===== src/rtl/row_clear_ctrl.sv =====
// rtl/row_clear_ctrl.sv - scan a locked playfield, remove full rows, report count and score
//
// Ports:
//   Clk           - clock, all state changes on its rising edge
//   Reset         - asynchronous active-low reset
//   Start         - begin an operation on Board_in (accepted only when idle)
//   Board_in      - board snapshot, bit index = row*COLS + col, row 0 at the bottom
//   Busy          - high whenever an operation is in progress (any state but IDLE)
//   Done          - one-cycle pulse, result outputs valid
//   Board_out     - compacted board, held until the next result
//   Lines_cleared - number of full rows removed
//   Score_inc     - score increment for the operation (0/1/3/5/8)

module row_clear_ctrl #(
   parameter int ROWS = 20,
   parameter int COLS = 8
) (
   input  logic                   Clk,
   input  logic                   Reset,
   input  logic                   Start,
   input  logic [ROWS*COLS-1:0]   Board_in,
   output logic                   Busy,
   output logic                   Done,
   output logic [ROWS*COLS-1:0]   Board_out,
   output logic [4:0]             Lines_cleared,
   output logic [7:0]             Score_inc
);

   localparam int W  = ROWS * COLS;
   localparam int RW = (ROWS > 1) ? $clog2(ROWS) : 1;
   localparam logic [RW-1:0] LAST_ROW = RW'(ROWS - 1);

   typedef enum logic [1:0] {
      IDLE  = 2'd0,
      SCAN  = 2'd1,
      SHIFT = 2'd2,
      DONE  = 2'd3
   } state_t;

   state_t          state_q;
   logic [W-1:0]    board_q;
   logic [RW-1:0]   row_q;
   logic [4:0]      count_q;

   logic            busy_q;
   logic            done_q;
   logic [W-1:0]    board_out_q;
   logic [4:0]      lines_q;
   logic [7:0]      score_q;

   logic            row_full_d;
   logic [W-1:0]    board_shift_d;
   logic [7:0]      score_d;

   assign Busy          = busy_q;
   assign Done          = done_q;
   assign Board_out     = board_out_q;
   assign Lines_cleared = lines_q;
   assign Score_inc     = score_q;

   always_comb begin
      row_full_d = &board_q[int'(row_q)*COLS +: COLS];
   end

   // Rows at or above the current index drop by one; rows below are untouched
   // and the top row fills with empty cells.
   always_comb begin
      board_shift_d = board_q;
      for (int r = 0; r < ROWS; r++) begin
         if (r >= int'(row_q)) begin
            if (r < ROWS - 1) begin
               board_shift_d[r*COLS +: COLS] = board_q[(r+1)*COLS +: COLS];
            end else begin
               board_shift_d[r*COLS +: COLS] = '0;
            end
         end
      end
   end

   // count_q is already final when the last row is scanned, so the score can
   // be latched on the same edge that enters DONE.
   always_comb begin
      case (count_q)
         5'd0:    score_d = 8'd0;
         5'd1:    score_d = 8'd1;
         5'd2:    score_d = 8'd3;
         5'd3:    score_d = 8'd5;
         default: score_d = 8'd8;
      endcase
   end

   always_ff @(posedge Clk or negedge Reset) begin
      if (!Reset) begin
         state_q     <= IDLE;
         board_q     <= '0;
         row_q       <= '0;
         count_q     <= '0;
         busy_q      <= 1'b0;
         done_q      <= 1'b0;
         board_out_q <= '0;
         lines_q     <= '0;
         score_q     <= '0;
      end else begin
         case (state_q)
            IDLE: begin
               if (Start) begin
                  board_q <= Board_in;
                  row_q   <= '0;
                  count_q <= '0;
                  busy_q  <= 1'b1;
                  state_q <= SCAN;
               end
            end
            SCAN: begin
               if (row_full_d) begin
                  // Stay on the same index: the row shifted down into it
                  // must be examined next.
                  state_q <= SHIFT;
               end else if (row_q == LAST_ROW) begin
                  done_q      <= 1'b1;
                  board_out_q <= board_q;
                  lines_q     <= count_q;
                  score_q     <= score_d;
                  state_q     <= DONE;
               end else begin
                  row_q <= row_q + RW'(1);
               end
            end
            SHIFT: begin
               board_q <= board_shift_d;
               count_q <= count_q + 5'd1;
               state_q <= SCAN;
            end
            DONE: begin
               done_q  <= 1'b0;
               busy_q  <= 1'b0;
               state_q <= IDLE;
            end
            default: begin
               state_q <= IDLE;
            end
         endcase
      end
   end

endmodule


===== config.mk =====
export PLATFORM = sky130hd
export DESIGN_NAME = row_clear_ctrl
export DESIGN_NICKNAME = d
export VERILOG_FILES = /design/src/rtl/row_clear_ctrl.sv
export SDC_FILE = /design/constraint.sdc
export NUM_CORES = 1
export LEC_CHECK = 0
export BUFFER_PORTS_ARGS = -buffer_cell sky130_fd_sc_hd__buf_4
export CAP_MARGIN = 40
export CELL_PAD_IN_SITES_DETAIL_PLACEMENT = 1
export CELL_PAD_IN_SITES_GLOBAL_PLACEMENT = 2
export CORE_UTILIZATION = 36
export DETAILED_ROUTE_END_ITERATION = 8
export GPL_TIMING_DRIVEN = 0
export PLACE_DENSITY = 0.92
export SKIP_LAST_GASP = 1
export SLEW_MARGIN = 20
export SYNTH_ARGS = -nofsm -noshare
export SYNTH_HDL_FRONTEND = slang
export SYNTH_SLANG_ARGS = --single-unit

===== constraint.sdc =====
create_clock -name Clk -period 3.7 [get_ports Clk]
set_input_delay 0.37 -clock Clk [delete_from_list [all_inputs] [get_ports Clk]]
set_output_delay 0.37 -clock Clk [all_outputs]
set_load 0.03 [all_outputs]

=== Yosys cells after proc, flatten, opt, wreduce, memory -nomap -nowiden ===
Index checks and enable logic that the tools add are counted.

* Register bits after elaboration: 347
* Bits of input ports: 163
* Output and inout port bits: 175
* Logic and storage cells: 154

* Add/sub/neg operators: 2
* $lt $le $gt $ge: 20
* Equal/unequal tests: 32
* Shifts and indexed selects: 1
* Multiplexer cells: 37
* Bitwise gates (word level): 1
* Reductions and logical operators: 33

{| class="wikitable"
|+ Operators by type and width
! kind !! number
|-
| one-hot mux 160 bit (2 select lines) || 1
|-
| two-way mux 160 bit || 1
|-
| two-way mux 8 bit || 20
|-
| variable part select 160 x 9 -> 8 bit || 1
|-
| AND reduction 3 bit || 22
|-
| != test 2 bit, second input constant || 24
|-
| greater-or-equal comparator 4 x 5 -> 1 bit, first input constant || 8
|-
| greater-or-equal comparator 3 x 5 -> 1 bit, first input constant || 4
|-
| greater-or-equal comparator 5 bit, first input constant || 4
|-
| one-hot mux 5 bit (2 select lines) || 2
|-
| one-hot mux 4 bit (4 select lines) || 1
|-
| two-way mux 5 bit || 3
|-
| adder 5 x 1 -> 5 bit, second input constant || 2
|-
| equality test 5 x 2 -> 1 bit, second input constant || 2
|-
| greater-or-equal comparator 1 x 5 -> 1 bit, first input constant || 2
|-
| greater-or-equal comparator 2 x 5 -> 1 bit, first input constant || 2
|-
| one-hot mux 2 bit (4 select lines) || 1
|-
| AND reduction 8 bit || 1
|-
| nonzero test 2 bit || 4
|-
| two-way mux 2 bit || 3
|-
| AND reduction 2 bit || 3
|-
| equality test 5 x 1 -> 1 bit, second input constant || 1
|-
| equality test 5 bit, second input constant || 1
|-
| zero test 5 bit || 1
|-
| other kinds (8) || 12
|}

=== Longest topological paths before layout ===
* Word-level depth: 4
* Gate-level depth with buffers: 13
* Mapped depth without buffers: 8

=== Least setup slack after synthesis ===
Ideal clock, no wire load.

* Path type: reg2reg
* Start point: reg row_q[1]
* End point: reg board_out_q[102] (netlist: Board_out[102])
* Library setup time: 0.125 ns
* Arrival time: 2.697 ns
* Required time: 3.575 ns
* Setup slack: 0.878 ns
* Cell stages (with the launch flop): 13
* Buffers on the path: 5
* Clock period less this slack: 2.822 ns
* Cells stage by stage: dfrtp_1 -> buf_2 -> buf_2 -> buf_2 -> mux4_2 -> nand3_1 -> o21ai_1 -> o221ai_2 -> nor3_4 -> nor4_4 -> buf_8 -> buf_8 -> mux2_4

* Word-level cells in the longest chain between the ends: 4
* Elaborated cells between the ends (all ways): 5
* Classes of those cells: eq/ne (1); shift (1); bitwise (1); reduce/logical (2)

{| class="wikitable"
|+ RTL lines
! item !! line !! RTL
|-
| start: declaration || 42 || <nowiki>logic [RW-1:0] row_q;</nowiki>
|-
| start signal: assignment || 126 || <nowiki>row_q <= row_q + RW'(1);</nowiki>
|-
| variable part select 160 x 9 -> 8 bit || 62 || <nowiki>row_full_d = &board_q[int'(row_q)*COLS +: COLS];</nowiki>
|-
| AND reduction 8 bit || 62 ||
|-
| NOT 1 bit (no line) || n/a ||
|-
| AND reduction 3 bit (no line) * || n/a ||
|-
| end signal: assignment || 121 || <nowiki>board_out_q <= board_q;</nowiki>
|-
| end: declaration || 47 || <nowiki>logic [W-1:0] board_out_q;</nowiki>
|}

Every way passes the cells marked *; elsewhere a longest branch is shown, timed or not.
A chain may end at the register's enable or synchronous reset.

=== Final worst setup path ===
* Start point: reg row_q[0]
* End point: reg board_out_q[15] (netlist: Board_out[15])

The elaborated chain is that of the path after synthesis.

==> flow_summary.json <==
{
  "status": "finished, final reports clean",
  "hold_class": "in2reg",
  "grt_pass1_wl_um": 92400,
  "critPathCaptureType": "register",
  "first_pass_iters": 5,
  "crit_path_end": "Board_out[15]$_DFFE_PN0P_",
  "avgViaCountPerCell": 5.41,
  "critical_path_arrival_ns": 4.01,
  "reg2reg_depth": 13,
  "setup_violations": 0,
  "fin_util_pct": 48.0,
  "overflow": 0,
  "start_util_pct": 36.8,
  "r2r_slack_ns": 0.12,
  "synth_compound_gate_area_share_pct": 9.60,
  "period_needed_ns": 3.58,
  "cts_tree": "yes",
  "crit_fanout": 10,
  "rows": 77,
  "fmax_mhz": 280,
  "h-tree-depth": 2,
  "numCtsBuffers": 40,
  "r2r-end": "Board_out[15]$_DFFE_PN0P_",
  "path_clk_slew_ns": 0.06,
  "synthArstFlopShare_pct": 100,
  "die_h_um": 215,
  "gr-max-usage-layer": "met2",
  "synth.area.mux_share_pct": 26.1,
  "area_growth_pct": 30.5,
  "synthCells": 1364,
  "vias": 13000,
  "port_buffers": 333,
  "antenna_found_initial": 1,
  "synth_top_family_by_area": "multiplexers",
  "powerDensity_nw_per_um2": 954,
  "syn_area_sq_um": 16400,
  "drive_gt1_share_pct": 36.1,
  "p_leak_nw": 9.86,
  "startpoint": "row_q[0]$_DFFE_PN0P_",
  "syn_area_per_cell_sq_um": 12.0,
  "netSwitchingFraction_pct": 42.3,
  "synth_xor_area_share_pct": 0,
  "ys_ff_latch": 343,
  "maxCapViolations": 0,
  "combPwrFrac_pct": 42.9,
  "die_area_sq_um": 46300,
  "routed_wl_um": 61600,
  "grt_pass1_vias": 14000,
  "clock-sinks": 343,
  "coreArea_sq_um": 44500,
  "whs_ns": 0.0461,
  "final_hold_viol_count": 0,
  "met2_usage_pct": 44.3,
  "period_share_pct": 96.7,
  "intPower_w": 0.0117,
  "hpwlAfterDp_um": 47200,
  "nFillCells": 4812,
  "slew_headroom_pct": 40.6,
  "skew_ns": 0.0106,
  "die_x_um": 215,
  "grt_use_total_pct": 26.7,
  "multiInputGateArea_sq_um": 7200,
  "clockBufferDepth": 3,
  "total_power_w": 0.0204,
  "grt_use_met3_pct": 4.16,
  "grt_max_degree": 89,
  "ys_types": 60,
  "postRouteAntennaNets": 0,
  "crit_path_start_kind": "register",
  "reg2reg_from": "row_q[0]$_DFFE_PN0P_",
  "tightestPinTransition_ns": 0.888,
  "grtUsageMet1_pct": 34.8,
  "cts_root_buf": "clkbuf_16",
  "ioPinCount": 338,
  "drt-initial-drc-count": 760,
  "synthSimpleGateAreaFrac_pct": 7.44,
  "wl_per_cell_um": 25.8,
  "seqPwrFrac_pct": 37.0,
  "p_sw_w": 0.00862,
  "slew_violations": 0,
  "yosys_warnings": 0,
  "pwr-share-clk_pct": 20.1,
  "critPathRequiredTime_ns": 4.13,
  "synth_fa_ha_area_share_pct": 0.535,
  "synth_edf_count": 0,
  "regArea_sq_um": 8580,
  "clk_latency_ns": 0.56,
  "synthFlopType": "dfrtp_1",
  "vdd_drop_max_v": 0.000406,
  "nets": 1938,
  "path_class": "reg2reg",
  "finalWeightedCongestion": 0.886,
  "synth-seq-area-share_pct": 52.5,
  "min_from": "Board_in[152]",
  "drc": 0
}
through the flow:
stage / area (sq um) / setup WS (ns) / setup TNS [ns] / cells
CTS: 21200 / 0.0249 / 0 / 2383
global route: 21300 / -0.00524 / -0.0106 / 2392
detailed placement: 19900 / -0.308 / -40.97 / 2308
finish: 21300 / 0.123 / 0 / 2392
floorplan: 16400 / 0.878 / 0 / 1367
global placement: 19600 / -1.00 / -367.97 / 2292
flip-flops by register name, summed over array words and instances, names as in the netlist:
name           cells
Board_out        160
Lines_cleared      5
Busy               1
Score_inc          4
row_q              5
board_q          160
state_q            2
count_q            5
Done               1
logic make-up (layout without fill, tap and decap cells):
logic type / count (synthesis) / count (layout)
buffers and inverters: 99 / 531
AO/OA/AOI/OAI: 269 / 269
flip-flops: 343 / 343
adder cells (fa/ha/maj): 7 / 7
AND/OR/NAND/NOR: 293 / 293
multiplexers: 352 / 352
other: 1 / 5
layout make-up:
cell class,instances,area share (%)
repair buffers,359,13.3
diodes,1,0.0117
well taps,592,3.47
inverters,9,0.158
clock buffers,59,5.45
plain buffers,90,2.84
flip-flops and latches,343,40.2
clock inverters,14,0.844
multi-input cells,925,33.7
cell usage after synthesis, drive strengths merged, types with 2 or more instances:
| library cell | count | area [sq um] |
|---|---|---|
| a211o | 2 | 17.5 |
| a211oi | 2 | 15.0 |
| a21boi | 2 | 15.0 |
| a21oi | 24 | 120 |
| a22o | 8 | 70.1 |
| a22oi | 3 | 22.5 |
| a31oi | 37 | 231 |
| buf | 43 | 413 |
| clkbuf | 47 | 176 |
| dfrtp | 343 | 8580 |
| ha | 7 | 87.6 |
| inv | 9 | 33.8 |
| mux2 | 179 | 2390 |
| mux2i | 161 | 1610 |
| mux4 | 12 | 270 |
| nand2 | 203 | 762 |
| nand2b | 6 | 37.5 |
| nand3 | 9 | 45.0 |
| nand4 | 2 | 12.5 |
| nor2 | 51 | 191 |
| nor2b | 6 | 37.5 |
| nor3 | 4 | 31.3 |
| nor4 | 2 | 27.5 |
| o21ai | 148 | 748 |
| o22ai | 17 | 106 |
| o2bb2ai | 2 | 17.5 |
| o31a | 5 | 43.8 |
| o31ai | 7 | 52.6 |
| o41ai | 3 | 26.3 |
| or2 | 2 | 12.5 |
| or3 | 2 | 12.5 |
worst max-delay path, stage by stage (launching register included):
cell	delay [ns]
dfrtp_1	0.36
buf_4	0.26
buf_6	0.23
buf_6	0.26
mux2i_2	0.34
o22ai_1	0.13
o21ai_1	0.27
nand2_1	0.11
o21ai_2	0.20
nor3_4	0.09
nor4_4	0.20
buf_4	0.22
buf_2	0.36
mux2_2	0.39
layer usage:
layer,routed length (um),up-vias
li1,-,5699
met1,26500,6719
met2,29800,405
met3,2890,127
met4,2420,0
met5,0,-
cell usage in the layout (no fill, tap or decap), types with 24 or more instances in the layout:
cell type  synthesis  routed
clkbuf_1          47      58
clkbuf_16          0      41
dfrtp_1          343     343
buf_4             10     344
mux2i_1          161     159
nor2_1            51      51
mux2_4           100     100
a31oi_1           37      37
o21ai_0          144     140
mux2_2            66      66
nand2_1          203     203
a21oi_1           24      24
repair_timing:
action / in CTS / in global routing
pin swaps: 1 / 1
hold buffers: 1 / 0
setup endpoints to repair: 169 / 158
gates resized for setup: 9 / 6
cloned: 0 / 0
endpoints found under the hold margin: 76 / 0
buffers inserted: 1 / 2
power groups by stage:
stage	Combinational, W	Sequential (W)	Clock (W)
final	0.00874	0.00753	0.00409
after global routing	0.00927	0.00773	0.00428
after CTS	0.00875	0.00750	0.00415
after detailed placement	0.00865	0.00751	0
after global placement	0.00840	0.00742	0
after floorplan	0.00372	0.00850	0
worst min path at each step:
stage,to,cells after the start
finish,board_q[152]$_DFFE_PN0P_,2
global route,board_q[157]$_DFFE_PN0P_,2
CTS,board_q[152]$_DFFE_PN0P_,2
detailed placement,Board_out[154]$_DFFE_PN0P_,1
global placement,Board_out[151]$_DFFE_PN0P_,1
floorplan,Board_out[0]$_DFFE_PN0P_,0
(Power assumes the default switching activity.)
